<file path="src/rtl/mod_n_counter.sv">
// Synchronous modulo-N up/down counter with clamped parallel load, clear and cascade outputs.
// Define MODN_CNT_OVF_STICKY_EN to add the sticky overflow flag output `ovf`.
module mod_n_counter #(
  parameter int     WIDTH   = 4,
  parameter longint MODULUS = 16
) (
  input  logic             clk,
  input  logic             rst,
  input  logic             en,
  input  logic             up,
  input  logic             ld,
  input  logic [WIDTH-1:0] ld_val,
  input  logic             clr,
  output logic [WIDTH-1:0] q,
  output logic             tc,
  output logic             wrap
`ifdef MODN_CNT_OVF_STICKY_EN
  ,
  output logic             ovf
`endif
);

  // MOD_X holds MODULUS in WIDTH+1 bits so MODULUS == 2**WIDTH is representable.
  localparam logic [WIDTH:0]   MOD_X = (WIDTH+1)'(MODULUS);
  localparam logic [WIDTH-1:0] LAST  = WIDTH'(MODULUS - 64'sd1);

  logic [WIDTH-1:0] q_q, q_d;
  logic             wrap_q;
  logic [WIDTH:0]   inc_w;
  logic [WIDTH:0]   ld_ext;
  logic [WIDTH-1:0] ld_clamp;
  logic             at_top, at_bot, tc_w;

  assign inc_w    = {1'b0, q_q} + (WIDTH+1)'(1);
  assign at_top   = (inc_w == MOD_X);
  assign at_bot   = (q_q == '0);
  assign ld_ext   = {1'b0, ld_val};
  assign ld_clamp = (ld_ext < MOD_X) ? ld_val : LAST;

  // High exactly in the cycle whose edge wraps the count.
  assign tc_w = en & ~rst & ~clr & ~ld & (up ? at_top : at_bot);

  always_comb begin
    q_d = q_q;
    if (clr) begin
      q_d = '0;
    end else if (ld) begin
      q_d = ld_clamp;
    end else if (en) begin
      if (up) begin
        q_d = at_top ? '0 : inc_w[WIDTH-1:0];
      end else begin
        q_d = at_bot ? LAST : (q_q - WIDTH'(1));
      end
    end
  end

  always_ff @(posedge clk) begin
    if (rst) begin
      q_q    <= '0;
      wrap_q <= 1'b0;
    end else begin
      q_q    <= q_d;
      wrap_q <= tc_w;
    end
  end

`ifdef MODN_CNT_OVF_STICKY_EN
  logic ovf_q;

  // Sets the edge after a wrap pulse; only reset or clear release it.
  always_ff @(posedge clk) begin
    if (rst || clr) begin
      ovf_q <= 1'b0;
    end else if (wrap_q) begin
      ovf_q <= 1'b1;
    end
  end

  assign ovf = ovf_q;
`endif

  assign q    = q_q;
  assign tc   = tc_w;
  assign wrap = wrap_q;

endmodule

</file>
<file path="config.mk">
export PLATFORM = sky130hd
export DESIGN_NAME = mod_n_counter
export DESIGN_NICKNAME = d
export VERILOG_FILES = /design/src/rtl/mod_n_counter.sv
export SDC_FILE = /design/constraint.sdc
export NUM_CORES = 1
export LEC_CHECK = 0
export ABC_AREA = 1
export ABC_CLOCK_PERIOD_IN_PS = 1700
export CAP_MARGIN = 10
export CORE_AREA = 2 2 39 41
export DETAILED_ROUTE_END_ITERATION = 7
export DIE_AREA = 0 0 41 43
export GPL_ROUTABILITY_DRIVEN = 1
export MAX_ROUTING_LAYER = met4
export PLACE_DENSITY = 0.55
export SKIP_CTS_REPAIR_TIMING = 1
export SYNTH_ARGS = -nofsm -noshare
export SYNTH_HDL_FRONTEND = slang
export SYNTH_SLANG_ARGS = --single-unit
</file>
<file path="constraint.sdc">
create_clock -name clk -period 1.7 [get_ports clk]
set_input_delay 0.17 -clock clk [delete_from_list [all_inputs] [get_ports clk]]
set_output_delay 0.17 -clock clk [all_outputs]
set_load 0.05 [all_outputs]
</file>
== Yosys cells after proc, flatten, opt, wreduce, memory -nomap -nowiden ==
Index checks and enable logic that the tools add are counted.

* Eq/ne operators: 1
* Bitwise operators: 7
* Add/subtract/negate cells: 2
* Muxes and demuxes: 7
* $lt $le $gt $ge: 1
* Reductions and logical operators: 3

{| class="wikitable"
|+ Operators with widths
! kind !! number
|-
| $mux W4 || 6
|-
| $add A4 B1 Y5 const B || 1
|-
| $eq A5 B5 Y1 const B || 1
|-
| $lt A4 B5 Y1 const B || 1
|-
| $and A1 B1 Y1 || 4
|-
| $logic_not A4 Y1 || 1
|-
| $sub A4 B1 Y4 const B || 1
|-
| $not A1 Y1 || 3
|-
| $reduce_bool A2 Y1 || 1
|-
| $reduce_or A2 Y1 || 1
|-
| $mux W1 || 1
|}

* Output and inout port bits: 6
* Input port bits: 10
* Logic and storage cells: 23
* Flip-flop bits (word level): 5

== Depth between registers and ports, before layout ==
* Depth after elaboration: 6
* Gate-level depth with buffers: 8
* Depth with buffers taken out: 8

== Worst setup path after synthesis ==
OpenSTA, ideal clock, no wires.

* Path kind: register to output
* From: register q_q[0] (netlist: q[0])
* To: output port tc
* Arrival: 1802 ps
* Slack: -272 ps
* Cell stages (with the launch flop): 6
* Path buffers: 0
* Data required time: 1530 ps
* Path through: dfxtp_1 > ha_1 > nand2_1 > nor2_1 > nor2_1 > nor2_1

* Word-level cells in the longest chain between the ends: 4
* Elaborated cells on any way between the ends: 5
* Classes of those cells: add/sub: 1; eq/ne: 1; mux: 1; bitwise: 1; reduce/logical: 1

{| class="wikitable"
|+ RTL lines
! what !! RTL line !! source
|-
| start, declared || 27 || <nowiki>logic [WIDTH-1:0] q_q, q_d;</nowiki>
|-
| start signal, assigned || 63 || <nowiki>q_q <= q_d;</nowiki>
|-
| $add A4 B1 Y5 || 34 || <nowiki>assign inc_w = {1'b0, q_q} + (WIDTH+1)'(1);</nowiki>
|-
| $eq A5 B5 Y1 || 35 || <nowiki>assign at_top = (inc_w == MOD_X);</nowiki>
|-
| $mux W1 (*) || 41 || <nowiki>assign tc_w = en & ~rst & ~clr & ~ld & (up ? at_top : at_bot);</nowiki>
|-
| $and A1 B1 Y1 (*) || 41 ||
|-
| end, declared || 15 || <nowiki>output logic tc,</nowiki>
|}

Mark *: on every way between the ends. The rest lies on a longest branch, timed or not.

== Worst setup path after layout ==
* From: register q_q[1] (netlist: q[1])
* To: output port q[1]

{| class="wikitable"
|+ RTL lines
! what !! RTL line !! source
|-
| end, declared || 14 || <nowiki>output logic [WIDTH-1:0] q,</nowiki>
|}

No word-level cell between the ends.

==> results <==
synth_stat cells, types with 2 or more instances:
cell and instances:
inv_1 7, nand2_1 20, ha_1 2, a21oi_1 2
nand3_1 6, nand4_1 2, nor2_1 9, inv_2 2
dfxtp_1 5
power breakdown:
group	internal, mW	switching (mW)
Combinational	0.0520	0.0583
Sequential	0.123	0.00874
Clock	0.0887	0.0478
Total	0.264	0.115
flip-flops by register name, indices dropped and copies added (netlist names):
signal and cells:
q 4, wrap 1
path summary, 6_finish.rpt:
path / from / to / slack, ns / cells after the start
max: q[1] / q[1] / 0.08 / 1
max reg2reg: q[0] / q[0] / 0.48 / 7
min: ld_val[1] / q[1] / 0.50 / 3
min reg2reg: q[0] / q[0] / 0.53 / 2
area by class of cell:
class,instances,area [µm²]
Clock buffer,4,26.3
Fill cell,155,792
Inverter,9,33.8
Multi-Input combinational cell,47,241
Sequential cell,5,103
Tap cell,16,20.0
Timing Repair Buffer,17,168
cells by family (layout without fill, tap and decap cells):
kind of cell / count (synthesis) / count (layout) / share of synthesized area, %
xor+xnor: 1 / 1 / 2.41
buf+inv: 9 / 30 / 9.31
simple gates: 38 / 38 / 43.4
fa+ha+maj: 2 / 2 / 6.90
compound gates: 6 / 6 / 10.3
flops: 5 / 5 / 27.6
worst register-to-register path, delay by kind of cell, from the launching register on:
kind | cells | cell delay [ns]
buffers and inverters | 2 | 0.18
adders and majority gates | 1 | 0.20
DFF | 1 | 0.39
and+or+nand+nor | 2 | 0.14
AOI/OAI and AO/OA | 2 | 0.19
per-layer routing:
layer / vias up / share of wire, % / track usage (%) / routed length (µm)
met5: - / 0 / - / 0
met4: 0 / 4.7 / 14.0 / 44
met3: 4 / 3.9 / 1.57 / 36
met2: 11 / 49 / 17.8 / 454
met1: 207 / 43 / 13.8 / 400
li1: 234 / - / - / -
metrics by stage:
step / setup slack (ns) / instances / instance area (µm²) / utilization (%) / TNS [ns]
finish: 0.0821 / 98 / 592 / 42.8 / 0
global route: 0.0265 / 98 / 592 / 42.8 / 0
CTS: -0.0206 / 97 / 574 / 41.5 / -0.0206
detailed placement: 0.159 / 93 / 548 / 39.6 / 0
global placement: 0.138 / 93 / 548 / 39.6 / 0
floorplan: 0.0582 / 61 / 368 / - / 0
==> run_results.csv <==
group,metric,value,unit
floorplan,io_pins,16,
worst_setup_path,cpMaxStageDelayCell,"clkdlybuf4s50_1",
synthesis,synth_nets,73,
drt,drc,0,
timing,setup_viol,0,
worst_setup_path,crit_path_end_kind,"output port",
placed_design,io_buffers,15,
final_layout,layout_common_cells,"nand2_1 (19), clkdlybuf4s50_1 (11), nor2_1 (6), nand3_1 (6)",
global_route,grt_pass1_vias,377,
global_route,grt_max_degree,8,
pwr,fin_total_pwr,0.379,mW
drt,routed_wl,934,µm
global_route,grt_overflow,0,
synthesis,synth-main-ff-cell,"dfxtp_1",
synthesis,netlist_area,363,µm²
cts,htree_num_levels,1,
final_layout,areaGrowthSynthToFinish,63.1,%
synthesis,ys_seq_area_share,27.6,%
run,cap_violations,0,
timing,maxSlewViolCount,0,
cts,cts-buffers-inserted,3,
worst_setup_path,arrival,1.45,ns
worst_setup_path,path_delay_family,"buffers and inverters",
synthesis,yosysTopAreaCell,"dfxtp_1",
worst_setup_path,cp_slowest_stage_delay,0.82,ns
timing,finalClockSkew,0.00125,ns
cts,clk_pin_slew,0.04,ns
worst_setup_path,critical_path_buf_inv_count,1,
worst_setup_path,crit_path_cell_trace,"clkdlybuf4s50_1",
floorplan,die-area,0.00176,mm²
timing,fmax,618,MHz
final_layout,final_common_cell,"nand2_1",
cts,cts_tree,"done",
synthesis,ys_ff_latch,5,
final_layout,drive_above_1_share,26.8,%
synthesis,synth_edf_count,0,
cts,root_buffer,"clkbuf_4",
floorplan,die_h,43,µm
floorplan,rows,14,
drt,drt-wirelength-per-cell,9.53,µm
worst_setup_path,crit_path_start_kind,"flop",
synthesis,syn_avg_cell_area,5.95,µm²
final_layout,antenna_cells,0,
drt,first_pass_iters,4,
worst_hold_path,worstHoldPathType,"input port to flop",
placed_design,place_congestion,0.834,
floorplan,coreArea,0.00138,mm²
timing,hold_slack,0.505,ns
timing,worst_pin_slew,0.491,ns
synthesis,synthTopCellsByArea,"dfxtp_1 (28%), nand2_1 (21%), nor2_1 (9.3%), nand3_1 (8.3%), inv_1 (7.2%)",
synthesis,ys_types,15,
drt,vias,456,
floorplan,fp.dieW,41,µm
timing,hold_viol,0,
worst_setup_path,cp.required,1.53,ns
synthesis,synthCells,61,
timing,max_slew_margin,67.2,%
global_route,grt_pass1_wl,1390,µm
cts,cts.path.max_buffers,2,
pwr,ir_drop,0.275,mV
cts,clkSinkCount,5,
placed_design,hpwl,743,µm
floorplan,start_util,26.2,%
cts,insertion_delay,0.24,ns
worst_setup_path,crit_fanout,6,
drt,drt-vias-per-instance,4.65,
pwr,power_density,640,mW/mm²
drt,drtAntennaViolNets,0,
global_route,grt_use_total,12.7,%
synthesis,synthArstFlopShare,0,%
timing,period_minus_slack,1.62,ns
global_route,grt_antenna_before_repair,0,
final_layout,final_nets,95,
outcome,status,"finished, final reports clean",
pwr,leakagePower,0.273,nW
worst_setup_path,path_class,"flop to output port",
synthesis,yosys_warnings,0,
synthesis,synth_top_area_share,27.6,%
drt,drt_iter0_drc,6,
timing,fin_crit_sh,95.2,%
timing,rsz0062_at_grt,"no",
(Power assumes the default switching activity.)
